`config.mk`:
```
export PLATFORM = sky130hd
export DESIGN_NAME = cpu_run_ctrl
export DESIGN_NICKNAME = d
export VERILOG_FILES = /design/src/rtl/cpu_run_pkg.sv /design/src/rtl/capture_fifo.sv /design/src/rtl/cpu_run_ctrl.sv
export SDC_FILE = /design/constraint.sdc
export NUM_CORES = 1
export LEC_CHECK = 0
export ABC_AREA = 1
export ABC_CLOCK_PERIOD_IN_PS = 2800
export CORE_AREA = 2 2 136 138
export CTS_BUF_LIST = sky130_fd_sc_hd__clkbuf_16
export DETAILED_ROUTE_END_ITERATION = 8
export DIE_AREA = 0 0 138 140
export PLACE_DENSITY = 0.66
export REMOVE_ABC_BUFFERS = 1
export SETUP_SLACK_MARGIN = 0.4
export SKIP_LAST_GASP = 1
export SLEW_MARGIN = 10
export SYNTH_ARGS = -nofsm -noshare
export SYNTH_HDL_FRONTEND = slang
export SYNTH_SLANG_ARGS = --single-unit
export TNS_END_PERCENT = 1
```
`constraint.sdc`:
```
create_clock -name clock -period 2.8 [get_ports clock]
set_clock_uncertainty 0.15 [all_clocks]
set_input_delay 0.42 -clock clock [delete_from_list [all_inputs] [get_ports clock]]
set_output_delay 0.42 -clock clock [all_outputs]
set_load 0.02 [all_outputs]
```
`src/rtl/cpu_run_pkg.sv`:
```
// Shared types and default parameters for the CPU run controller.
package cpu_run_pkg;

  localparam int unsigned DefWidth      = 16;
  localparam int unsigned DefCntw       = 16;
  localparam int unsigned DefHoldCycles = 2;
  localparam int unsigned DefDepth      = 8;

  typedef enum logic [2:0] {
    StIdle,
    StHold,
    StRun,
    StPause,
    StDone
  } run_state_t;

  // Capture entry layout at the default widths (data in the upper field, stamp below).
  typedef struct packed {
    logic [DefWidth-1:0] data;
    logic [DefCntw-1:0]  cycle;
  } cap_entry_t;

endpackage

```
`src/rtl/capture_fifo.sv`:
```
// Synchronous FIFO with flush; pointers carry one extra bit to tell full from empty.
module capture_fifo #(
  parameter int unsigned DW    = 16,
  parameter int unsigned DEPTH = 8
) (
  input  logic          clock,
  input  logic          reset,
  input  logic          flush,
  input  logic          push,
  input  logic [DW-1:0] din,
  input  logic          pop,
  output logic          full,
  output logic          empty,
  output logic [DW-1:0] dout
);

  localparam int unsigned AW = $clog2(DEPTH);

  logic [AW:0]   wr_q, wr_d, rd_q, rd_d;
  logic [DW-1:0] mem_q [DEPTH];
  logic          push_ok, pop_ok;

  assign empty = (wr_q == rd_q);
  assign full  = (wr_q[AW] != rd_q[AW]) && (wr_q[AW-1:0] == rd_q[AW-1:0]);

  // A push into a full FIFO still lands when the head leaves on the same edge.
  assign pop_ok  = pop && !empty;
  assign push_ok = push && (!full || pop_ok);

  assign dout = mem_q[rd_q[AW-1:0]];

  always_comb begin
    wr_d = wr_q + (AW+1)'(push_ok);
    rd_d = rd_q + (AW+1)'(pop_ok);
    if (flush) begin
      wr_d = '0;
      rd_d = '0;
    end
  end

  always_ff @(posedge clock or negedge reset) begin
    if (!reset) begin
      wr_q <= '0;
      rd_q <= '0;
    end else begin
      wr_q <= wr_d;
      rd_q <= rd_d;
    end
  end

  always_ff @(posedge clock) begin
    if (push_ok && !flush) begin
      mem_q[wr_q[AW-1:0]] <= din;
    end
  end

endmodule

```
`src/rtl/cpu_run_ctrl.sv`:
```
// Run controller: CPU reset sequencing, run/step/stop clock-enable, cycle count, output capture.
// Define CPU_RUN_TIMESTAMP_EN to store the cycle stamp alongside each captured output.
module cpu_run_ctrl
  import cpu_run_pkg::*;
#(
  parameter int unsigned WIDTH       = DefWidth,
  parameter int unsigned CNTW        = DefCntw,
  parameter int unsigned HOLD_CYCLES = DefHoldCycles,
  parameter int unsigned DEPTH       = DefDepth
) (
  input  logic             clock,
  input  logic             reset,
  input  logic             start,
  input  logic             step,
  input  logic             stop,
  input  logic [CNTW-1:0]  run_len,
  output logic             cpu_reset,
  output logic             cpu_en,
  input  logic             out_flag,
  input  logic [WIDTH-1:0] out,
  output logic             cap_valid,
  input  logic             cap_ready,
  output logic [WIDTH-1:0] cap_data,
  output logic [CNTW-1:0]  cap_cycle,
  output logic [CNTW-1:0]  cycle_cnt,
  output logic             busy,
  output logic             done,
  output logic             overflow
);

  localparam int unsigned HoldW = (HOLD_CYCLES > 1) ? $clog2(HOLD_CYCLES) : 1;

`ifdef CPU_RUN_TIMESTAMP_EN
  localparam int unsigned DW = WIDTH + CNTW;
`else
  localparam int unsigned DW = WIDTH;
`endif

  run_state_t       state_q, state_d;
  logic             en_q, en_d;
  logic [CNTW-1:0]  cnt_q, cnt_d, cnt_inc;
  logic [CNTW-1:0]  len_q, len_d;
  logic [HoldW-1:0] hold_q, hold_d;
  logic             ovf_q, ovf_d;
  logic             len_hit;

  logic             fifo_flush, fifo_push, fifo_pop, fifo_full, fifo_empty;
  logic [DW-1:0]    fifo_din, fifo_dout;

  assign cnt_inc    = cnt_q + CNTW'(1);
  // The enabled cycle in flight is the last one of the run.
  assign len_hit    = en_q && (len_q != '0) && (cnt_inc == len_q);
  assign fifo_push  = en_q && out_flag;
  assign fifo_pop   = cap_valid && cap_ready;

  always_comb begin
    state_d    = state_q;
    en_d       = 1'b0;
    cnt_d      = cnt_q;
    len_d      = len_q;
    hold_d     = hold_q;
    ovf_d      = ovf_q;
    fifo_flush = 1'b0;

    if (en_q && (cnt_q != '1)) begin
      cnt_d = cnt_inc;
    end

    if (start) begin
      state_d    = StHold;
      hold_d     = '0;
      cnt_d      = '0;
      len_d      = run_len;
      ovf_d      = 1'b0;
      fifo_flush = 1'b1;
    end else begin
      unique case (state_q)
        StHold: begin
          if (hold_q == HoldW'(HOLD_CYCLES - 1)) begin
            state_d = StRun;
            en_d    = 1'b1;
          end else begin
            hold_d = hold_q + HoldW'(1);
          end
        end
        StRun: begin
          if (len_hit) begin
            state_d = StDone;
          end else if (stop) begin
            state_d = StPause;
          end else begin
            en_d = 1'b1;
          end
        end
        StPause: begin
          // en_q high here means a single step is in flight; it always ends after one clock.
          if (len_hit) begin
            state_d = StDone;
          end else if (!en_q && !stop && step) begin
            en_d = 1'b1;
          end
        end
        default: ;
      endcase

      if (fifo_push && fifo_full && !fifo_pop) begin
        ovf_d = 1'b1;
      end
    end
  end

  always_ff @(posedge clock or negedge reset) begin
    if (!reset) begin
      state_q <= StIdle;
      en_q    <= 1'b0;
      cnt_q   <= '0;
      len_q   <= '0;
      hold_q  <= '0;
      ovf_q   <= 1'b0;
    end else begin
      state_q <= state_d;
      en_q    <= en_d;
      cnt_q   <= cnt_d;
      len_q   <= len_d;
      hold_q  <= hold_d;
      ovf_q   <= ovf_d;
    end
  end

`ifdef CPU_RUN_TIMESTAMP_EN
  assign fifo_din  = {out, cnt_q};
  assign cap_data  = fifo_dout[DW-1 -: WIDTH];
  assign cap_cycle = fifo_dout[CNTW-1:0];
`else
  assign fifo_din  = out;
  assign cap_data  = fifo_dout;
  assign cap_cycle = '0;
`endif

  capture_fifo #(
    .DW    (DW),
    .DEPTH (DEPTH)
  ) u_capture_fifo (
    .clock (clock),
    .reset (reset),
    .flush (fifo_flush),
    .push  (fifo_push),
    .din   (fifo_din),
    .pop   (fifo_pop),
    .full  (fifo_full),
    .empty (fifo_empty),
    .dout  (fifo_dout)
  );

  assign cpu_reset = (state_q == StIdle) || (state_q == StHold);
  assign cpu_en    = en_q;
  assign cap_valid = !fifo_empty;
  assign cycle_cnt = cnt_q;
  assign busy      = (state_q != StIdle) && (state_q != StDone);
  assign done      = (state_q == StDone);
  assign overflow  = ovf_q;

endmodule
```
==> out/results.ini <==
[synth]
netlist.area_leader.share_pct = 48.6
yosysSeqAreaShare_pct = 63.1
ys_types = 31
ys_warn_count = 0
synth_top_area_cell = edfxtp_1
synthTopCellsByArea = edfxtp_1 (49%), dfrtp_1 (15%), nor2_1 (7.2%), o21ai_0 (5.9%), nand2_1 (5.4%)
synth.avg_cell_area_um2 = 9.90
ys_ff_latch = 174
synth_edf_count = 128
async_flop_share_pct = 26.4
synthCells = 799
synth-main-ff-cell = edfxtp_1
netlist_area_um2 = 7910

[setup_path]
r2r-start = cycle_cnt[1]
critical_path_class = reg2out
critPathLaunch = u_capture_fifo.rd_q[0]
cp_cell_sequence = inv_4 -> bufbuf_16 -> o21ai_0 -> a31oi_2 -> buf_2
cpPeakStageDelay_ps = 470
crit_arrival_ps = 1890
startpoint_type = flop
end_kind = output port
required_ps = 2230
cpMaxStageDelayCell = dfrtp_2
cp_max_fo = 24

[global_route]
grt_max_degree = 53
grt_pass1_vias = 5502
gr-total-overflow = 0
grtUsageMet3_pct = 4.72
grt_pass1_wl_um = 28700
met2_usage_pct = 31.1
antenna_found_initial = 0
grt_most_used_layer = met2
grt_use_met1_pct = 25.3
track_usage_pct = 19.0

[clock_tree]
htree_levels = 4
ctsRootBufferMaster = clkbuf_16
cts_made_buffers = 17
cts_tree = yes
clkSinkCount = 174
clkTransAtPathRegs_ps = 70
clk_latency_ps = 430
clockBufferDepth = 2

[routing]
wire_per_inst_um = 16.3
vias = 5926
via_per_inst = 5.21
drt-initial-drc-count = 455
drc = 0
postRouteAntennaNets = 0
wl_um = 18500
dr.pass1.iters = 5

[timing]
hold_viol = 0
fin_crit_ps = 2460
rsz0062_at_grt = true
finalCritPeriodShare_pct = 87.7
maxSlewViolCount = 0
slew-limit-headroom_pct = 51.2
postLayoutSetupSlackWorst_ps = 344
worst_slew_pin_slew_ps = 732
setup_viol_count_final = 0
hold_slack_ps = 369
max_clock_freq_ghz = 0.407

[place]
dp_hpwl_um = 11300
place_ws_ps = 283
portBuffers = 76
gp_congestion = 0.877
placedCellCount = 1096
placed_area_um2 = 9100

[final_layout]
instances_no_fill = 1137
final_cell_area_um2 = 9780
drive_gt1_share_pct = 12.9
num-nets-final = 939
antennaDiodeCount = 0
area_growth_pct = 23.6

[floorplanning]
rows = 49
dieArea_um2 = 19300
die_w_um = 138
die_h_um = 140
ioPinCount = 93
initial_core_util_pct = 44.5
core_um2 = 17800

[run]
maxCapViolations = 0

[min_path]
min_path_type = reg2reg
hold_start = state_q[1]

[power]
leakage_nw = 3.73
power_density_nw_per_um2 = 633
peakVddDrop_v = 0.000476

[run_status]
status = finished clean

through the flow:
stage / util [%] / setup TNS (ps) / total power [W]
after global placement: 51.2 / 0 / 0.00398
final: 55.0 / 0 / 0.00619
after detailed placement: 51.2 / 0 / 0.00398
after CTS: 54.7 / 0 / 0.00619
after floorplan: - / -173110 / 0.00353
after global routing: 55.0 / 0 / 0.00646
cells in the mapped netlist, types with 2 or more instances:
cell	n
nor2_1	152
edfxtp_1	128
nand2_1	114
o21ai_0	94
inv_1	69
nand3_1	47
dfrtp_1	46
clkbuf_1	28
o22ai_1	22
a31oi_1	17
buf_4	17
nand4_1	14
a21oi_1	7
nand2_2	7
nor2_2	7
ha_1	5
nor3_1	4
nor2_4	3
xnor2_1	3
xor2_1	3
nand3_2	2
metal layers:
layer	wire length [um]	vias up
met5	0	-
met4	224	0
met3	1100	23
met2	8860	175
met1	8300	2832
li1	-	2896
layout by cell type, fill, tap and decap left out, types with 4 or more instances in the layout:
| cell | count |
|---|---|
| a21oi_1 | 7 |
| a31oi_1 | 15 |
| buf_12 | 14 |
| buf_2 | 12 |
| buf_4 | 15 |
| clkbuf_16 | 18 |
| clkdlybuf4s50_1 | 58 |
| conb_1 | 16 |
| dfrtp_1 | 41 |
| dfrtp_2 | 5 |
| edfxtp_1 | 128 |
| ha_1 | 4 |
| inv_1 | 67 |
| inv_6 | 6 |
| nand2_1 | 112 |
| nand2_2 | 9 |
| nand3_1 | 47 |
| nand4_1 | 14 |
| nor2_1 | 150 |
| nor2_2 | 9 |
| nor2_4 | 4 |
| o21ai_0 | 94 |
| o22ai_1 | 22 |
power breakdown:
part	total (W)	switching (W)	internal (W)	leakage, nW
Combinational	0.00107	0.000660	0.000413	1.71
Sequential	0.00290	0.0000561	0.00285	1.75
Clock	0.00222	0.00105	0.00116	0.265
final cells by class:
type / instances / area (um2)
tap: 229 / 287
timing repair buffer: 108 / 1170
clock inverter: 15 / 124
clock buffer: 17 / 425
fill: 1560 / 8000
inverter: 70 / 268
sequential: 174 / 5000
multi-input combinational: 524 / 2510
repair_timing:
item / CTS / global route
buffers inserted: 0 / 4
endpoints found under the hold margin: 28 / 0
pin swaps: 0 / 4
cloned: 2 / 2
resized for setup: 75 / 30
setup endpoints to repair: 22 / 72
hold buffers: 1 / 0
registers in the layout (all words and copies together) (netlist names):
signal	count
cpu_en	1
u_capture_fifo.mem_q	128
u_capture_fifo.wr_q	4
overflow	1
len_q	16
u_capture_fifo.rd_q	4
state_q	3
hold_q	1
cycle_cnt	16
kinds of logic (layout without fill, tap and decap cells):
kind of cell | after synthesis | after routing | synth area share (%)
compound gates | 144 | 144 | 9.83
xor+xnor | 7 | 7 | 0.949
other cells | 1 | 16 | 0.0474
buf+inv | 117 | 210 | 6.45
flops | 174 | 174 | 63.1
fa+ha+maj | 5 | 5 | 0.791
simple gates | 351 | 352 | 18.8
worst max-delay path, delay by kind of cell (launching register included):
kind	cells	cell delay, ps
AO/OA/AOI/OAI	2	360
flip-flops	1	470
buffers and inverters	3	630
path summary, 6_finish.rpt:
check | endpoint | slack, ps | depth (start not counted)
worst min-delay path | state_q[1] | 370 | 2
max in group asynchronous | cycle_cnt[3] | 1500 | 3
worst min register to register | state_q[1] | 370 | 2
worst max register to register | cycle_cnt[3] | 440 | 9
worst max-delay path | cap_data[15] | 340 | 5
min in group asynchronous | state_q[2] | 430 | 2
Power figures use the tool's default switching activity.
